**src/rtl/i2c_fifo_master.sv**
```systemverilog
// Byte-level I2C master: START + address, then drains the TX FIFO (write) or fills the RX FIFO
// (read) with master clock stretching while the RX FIFO is full, and finishes with STOP.
module i2c_fifo_master #(
  parameter int unsigned DATA_WIDTH = 32,
  parameter int unsigned CLK_DIV    = 250
) (
  input  logic                  pclk,
  input  logic                  preset,
  input  logic                  start,
  input  logic [7:0]            adrr_r_w,
  input  logic                  empty_tx,
  input  logic [DATA_WIDTH-1:0] fifo_r_data_tx,
  output logic                  read_fifo_tx,
  input  logic                  full_rx,
  input  logic                  end_rx,
  output logic                  write_fifo_rx,
  output logic [DATA_WIDTH-1:0] fifo_w_data_rx,
  output logic                  transaction_ok,
  output logic                  nack,
  output logic                  busy,
  output logic                  scl_oe,
  output logic                  sda_oe,
  input  logic                  sda_i
);

  localparam int unsigned CntW = $clog2(CLK_DIV);

  typedef enum logic [3:0] {
    StIdle, StStart, StAddr, StAddrAck, StWrData, StWrAck, StRdData, StRdPush, StRdAck, StStop
  } state_e;

  state_e          state_q;
  logic [CntW-1:0] qcnt_q;
  logic [1:0]      qtr_q;
  logic [2:0]      bit_q;
  logic [7:0]      shift_q;
  logic            rw_q;
  logic            sda_smp_q;
  logic            rd_end_q;
  logic            load_q;

  logic q_end, bit_end, smp;
  assign q_end   = (qcnt_q == CntW'(CLK_DIV - 1));
  assign bit_end = q_end && (qtr_q == 2'd3);
  assign smp     = q_end && (qtr_q == 2'd1);

  logic unused_tx;
  assign unused_tx = ^fifo_r_data_tx[DATA_WIDTH-1:8];

  always_ff @(posedge pclk) begin
    if (preset) begin
      state_q        <= StIdle;
      qcnt_q         <= '0;
      qtr_q          <= '0;
      bit_q          <= '0;
      shift_q        <= '0;
      rw_q           <= 1'b0;
      sda_smp_q      <= 1'b0;
      rd_end_q       <= 1'b0;
      load_q         <= 1'b0;
      read_fifo_tx   <= 1'b0;
      write_fifo_rx  <= 1'b0;
      fifo_w_data_rx <= '0;
      transaction_ok <= 1'b0;
      nack           <= 1'b0;
      busy           <= 1'b0;
      scl_oe         <= 1'b0;
      sda_oe         <= 1'b0;
    end else begin
      read_fifo_tx  <= 1'b0;
      write_fifo_rx <= 1'b0;
      // Shared bit timing: SCL released for q1/q2, pulled low for q3/q0.
      // Later per-state assignments override these where a state needs different behaviour.
      if (state_q != StIdle) begin
        qcnt_q <= q_end ? '0 : qcnt_q + CntW'(1);
        if (q_end) qtr_q <= qtr_q + 2'd1;
        if (q_end && qtr_q == 2'd0) scl_oe <= 1'b0;
        if (q_end && qtr_q == 2'd2) scl_oe <= 1'b1;
      end

      unique case (state_q)
        StIdle: begin
          if (start) begin
            state_q        <= StStart;
            shift_q        <= adrr_r_w;
            rw_q           <= adrr_r_w[0];
            transaction_ok <= 1'b0;
            nack           <= 1'b0;
            busy           <= 1'b1;
            sda_oe         <= 1'b1;
            qcnt_q         <= '0;
            qtr_q          <= '0;
            bit_q          <= '0;
          end
        end
        StStart: begin
          if (q_end && qtr_q == 2'd1) begin
            scl_oe  <= 1'b1;
            qtr_q   <= '0;
            state_q <= StAddr;
          end
        end
        StAddr, StWrData: begin
          if (state_q == StWrData && load_q) begin
            // Byte boundary: one extra cycle with the counter held to fetch the next byte.
            qcnt_q <= '0;
            load_q <= 1'b0;
            if (empty_tx) begin
              state_q <= StStop;
            end else begin
              shift_q      <= fifo_r_data_tx[7:0];
              read_fifo_tx <= 1'b1;
            end
          end else begin
            if (qtr_q == 2'd0) sda_oe <= ~shift_q[7];
            if (bit_end) begin
              shift_q <= {shift_q[6:0], 1'b0};
              bit_q   <= bit_q + 3'd1;
              if (bit_q == 3'd7) state_q <= (state_q == StAddr) ? StAddrAck : StWrAck;
            end
          end
        end
        StAddrAck, StWrAck: begin
          if (qtr_q == 2'd0) sda_oe <= 1'b0;
          if (smp) sda_smp_q <= sda_i;
          if (bit_end) begin
            if (sda_smp_q) begin
              nack    <= 1'b1;
              state_q <= StStop;
            end else if (state_q == StWrAck || !rw_q) begin
              state_q <= StWrData;
              load_q  <= 1'b1;
            end else if (end_rx) begin
              state_q <= StStop;
            end else begin
              state_q <= StRdData;
            end
          end
        end
        StRdData: begin
          if (qtr_q == 2'd0) sda_oe <= 1'b0;
          if (smp) shift_q <= {shift_q[6:0], sda_i};
          if (bit_end) begin
            bit_q <= bit_q + 3'd1;
            if (bit_q == 3'd7) state_q <= StRdPush;
          end
        end
        StRdPush: begin
          // SCL stays low (from q3) while the RX FIFO is full.
          qcnt_q <= '0;
          if (!full_rx) begin
            write_fifo_rx  <= 1'b1;
            fifo_w_data_rx <= {{(DATA_WIDTH-8){1'b0}}, shift_q};
            state_q        <= StRdAck;
          end
        end
        StRdAck: begin
          if (q_end && qtr_q == 2'd0) begin
            sda_oe   <= ~end_rx;
            rd_end_q <= end_rx;
          end
          if (bit_end) state_q <= rd_end_q ? StStop : StRdData;
        end
        StStop: begin
          if (qtr_q == 2'd0) sda_oe <= 1'b1;
          if (q_end && qtr_q == 2'd1) sda_oe <= 1'b0;
          if (q_end && qtr_q == 2'd2) scl_oe <= 1'b0;
          if (bit_end) begin
            transaction_ok <= ~nack;
            busy           <= 1'b0;
            state_q        <= StIdle;
          end
        end
        default: state_q <= StIdle;
      endcase
    end
  end

endmodule
```
**config.mk**
```make
export PLATFORM = sky130hd
export DESIGN_NAME = i2c_fifo_master
export DESIGN_NICKNAME = d
export VERILOG_FILES = /design/src/rtl/i2c_fifo_master.sv
export SDC_FILE = /design/constraint.sdc
export NUM_CORES = 1
export LEC_CHECK = 0
export CAP_MARGIN = 20
export CORE_MARGIN = 2
export CORE_UTILIZATION = 32
export DETAILED_ROUTE_END_ITERATION = 6
export PLACE_DENSITY = 0.56
export RECOVER_POWER = 50
export SYNTH_ARGS = -nofsm -noshare
export SYNTH_HDL_FRONTEND = slang
export SYNTH_SLANG_ARGS = --single-unit
```
**constraint.sdc**
```tcl
create_clock -name pclk -period 1.67 [get_ports pclk]
set_input_delay 0.2505 -clock pclk [delete_from_list [all_inputs] [get_ports pclk]]
set_output_delay 0.2505 -clock pclk [all_outputs]
set_load 0.02 [all_outputs]
```
==> results.md <==
- Run status: finished with violations
- Failing checks: setup timing
- Clock skew: 0.00715 ns
- Overflow after GRT: 0
- Routed Antenna Nets: 0
- Worst slack, placed: -0.360 ns
- WL per Instance: 15.8 um
- Clk slew on worst S/H paths: 0.09 ns
- Via/cell ratio: 5.16
- Clk root buf: clkbuf_8
- First-pass GRT wire length: 13800 um
- Top_reg_cell synth: dfxtp_1
- Register area share after synthesis: 30.7%
- Core Util, Final: 51.4%
- Startpoint Class: flop
- Die Width: 98.8 um
- Setup TNS: -1.25 ns
- Max clock buf depth: 2
- Drt first pass iters: 4
- Cell Pwr Density: 1390 mW/mm^2
- Warnings, synthesis: 0
- Unrepaired setup endpoints after global routing: yes
- Post-route clock period utilization: 108%
- Met1 Use GR: 24.7%
- End of the worst hold path: bit_q[1]
- Internal cell power: 0.00369 W
- GR Util met3: 2.13%
- CP required: 1.88 ns
- Core Rows: 34
- Crit Path Max Fanout: 16
- CTS tree: built
- # DRC: 0
- R2r endpoint: state_q[0]
- Iter 0 DRT Violations: 203
- Initial core utilization: 32.9%
- Total routed wirelength: 9020 um
- Port Buffers: 37
- Initial antenna violation count: 0
- Worst Reg2Reg Path Length in Cells: 7
- HP Start: bit_q[1]
- Largest net degree at the start of global routing: 23
- Flops & latches, synth: 44
- Critical Path AT: 2.00 ns
- Met2 GRT Util: 27.5%
- HP Class: flop to flop
- Hold violation count in the final report: 0
- Distinct cell type count after synthesis: 72
- WS Path Type: flop to flop
- Cell area after synthesis: 0.00287 mm^2
- Setup ws final: -0.128 ns
- Synth-to-Final Area Change: 56.2%
- Sw Share: 40.8%
- Vias in the first global route: 2804
- ANT cells: 0
- R2R setup slack: -0.13 ns
- Most used routing layer: met2
- Vias: 2954
- Slew Viols, Final: 0
- Combinational group share of total power: 61.5%
- Reg2Reg Launch Point: state_q[0]
- Inserted Clock Buffers: 5
- RePlAce Congestion: 0.981
- Clock power share: 14.2%
- EDFF count, synth: 0
- CTS H-tree depth: 2
- Die area: 0.00975 mm^2
- Die height: 98.8 um
- P_sw: 0.00254 W
- # Max-Cap Violations: 0
- Hold Crit Depth: 2
- Post-Synthesis Cells: 341
- Part of the power in registers: 24.3%
- Core area: 0.00872 mm^2
- Gr usage total: 17.4%
- Leakage Power: 1.79 nW
- Final nets: 518
- Skew-Pair Late Insertion Delay: 0.30 ns
- FMAX: 556 MHz
- Tmin final: 1.80 ns
- Endpoints failing setup: 20
- Layout cells sized above 1: 43.1%
- Worst Setup End Kind: flop
- HPWL after DPL: 6360 um
- Ports: 86
- VDD IR max: 0.525 mV
- Syn avg cell area: 8.42 um^2
- Post-synth ARST share: 0%
- Hold WS: 0.483 ns
- CTS Sinks: 44
==> per-layer routing <==
| metal | routed length, um | vias to the layer above |
|---|---|---|
| met1 | 4170 | 1435 |
| met3 | 347 | 11 |
| met5 | 0 | - |
| met4 | 138 | 0 |
| li1 | - | 1431 |
| met2 | 4360 | 77 |
==> state kept, by name, summed over array words and instances, names as in the netlist <==
| signal | count |
|---|---|
| read_fifo_tx | 1 |
| sda_oe | 1 |
| scl_oe | 1 |
| nack | 1 |
| fifo_w_data_rx | 8 |
| bit_q | 3 |
| qtr_q | 2 |
| rd_end_q | 1 |
| qcnt_q | 8 |
| rw_q | 1 |
| transaction_ok | 1 |
| busy | 1 |
| load_q | 1 |
| state_q | 4 |
| write_fifo_rx | 1 |
| sda_smp_q | 1 |
| shift_q | 8 |
==> cell usage in the layout (no fill, tap or decap), drive strengths merged, types with 5 or more instances in the layout <==
cell type	count
nor2	42
o21ai	13
xor2	5
ha	8
dlygate4sd3	7
buf	97
dfxtp	44
nand3	5
inv	15
a211oi	9
nor2b	5
a222oi	7
o31ai	5
conb	24
mux2i	11
clkbuf	9
nand2	27
clkdlybuf4s50	30
nor3	8
a21oi	23
==> worst max-delay path by stage <==
stage	startpoint	endpoint	slack (ns)	depth (start not counted)
3_5_place_dp	state_q[3]	state_q[0]	-0.36	6
4_1_cts	bit_q[0]	state_q[0]	-0.16	8
3_3_place_gp	state_q[3]	state_q[0]	-0.31	6
6_report	state_q[0]	state_q[0]	-0.13	7
2_1_floorplan	state_q[2]	qcnt_q[6]	0.002	7
5_1_grt	state_q[0]	state_q[0]	-0.23	7
==> repair_timing <==
action,4_1_cts,5_1_grt
gates resized for setup,28,85
endpoints found under the setup margin,40,32
setup buffers,2,12
pin swaps,7,41
hold buffers,0,0
gates cloned,0,2
==> stage by stage <==
stage	instances	cell area [um^2]	total power (W)
after global placement	549	3810	0.00423
after global routing	572	4490	0.00660
after CTS	559	4050	0.00535
after detailed placement	549	3810	0.00427
final	572	4490	0.00623
after floorplan	364	2970	0.00312
==> cell type report <==
type                            instances  area (um^2)
Inverter                               15         58.8
Clock buffer                            6         82.6
Tap cell                              108          135
Fill cell                             777         4230
Sequential cell                        44          912
Timing Repair Buffer                  137         1180
Multi-Input combinational cell        260         2080
Clock inverter                          2         38.8
==> logic make-up after synthesis <==
kind of cell / Yosys count / synth area share (%)
adder cells (fa/ha/maj): 8 / 3.48
other: 1 / 0.131
multiplexers: 11 / 3.83
flip-flops: 44 / 30.7
buffers and inverters: 60 / 13.5
AND/OR/NAND/NOR: 123 / 23.9
AO/OA/AOI/OAI: 87 / 22.4
XOR/XNOR: 7 / 2.13
==> synth_stat cells, types with 5 or more instances <==
master,count,area share [%]
a211oi_1,9,2.4
a21oi_1,23,4.0
a222oi_1,7,2.4
buf_4,30,7.8
buf_6,6,2.4
clkbuf_1,5,0.65
dfxtp_1,44,31
ha_1,8,3.5
inv_1,14,1.8
mux2i_1,11,3.8
nand2_1,26,3.4
nand3_1,5,0.87
nor2_1,41,5.4
nor2b_1,5,1.1
nor3_1,6,1.0
o21ai_0,10,1.7
o31ai_1,5,1.3
xor2_1,5,1.5
==> critical path, cell delays in order, from the launching register on <==
cell and delay (ns):
dfxtp_2 0.34, buf_12 0.15, or4_4 0.52, a21oi_2 0.14, a211o_1 0.18, buf_4 0.14, a2111oi_4 0.03, a31o_1 0.20
==> power by group through the flow <==
stage	sequential [W]	clock [W]	combinational [W]
finish	0.00151	0.000886	0.00383
global route	0.00154	0.000948	0.00411
CTS	0.00146	0.000909	0.00298
detailed placement	0.00146	0	0.00280
global placement	0.00147	0	0.00277
floorplan	0.00140	0	0.00172
Power figures use the tool's default switching activity.
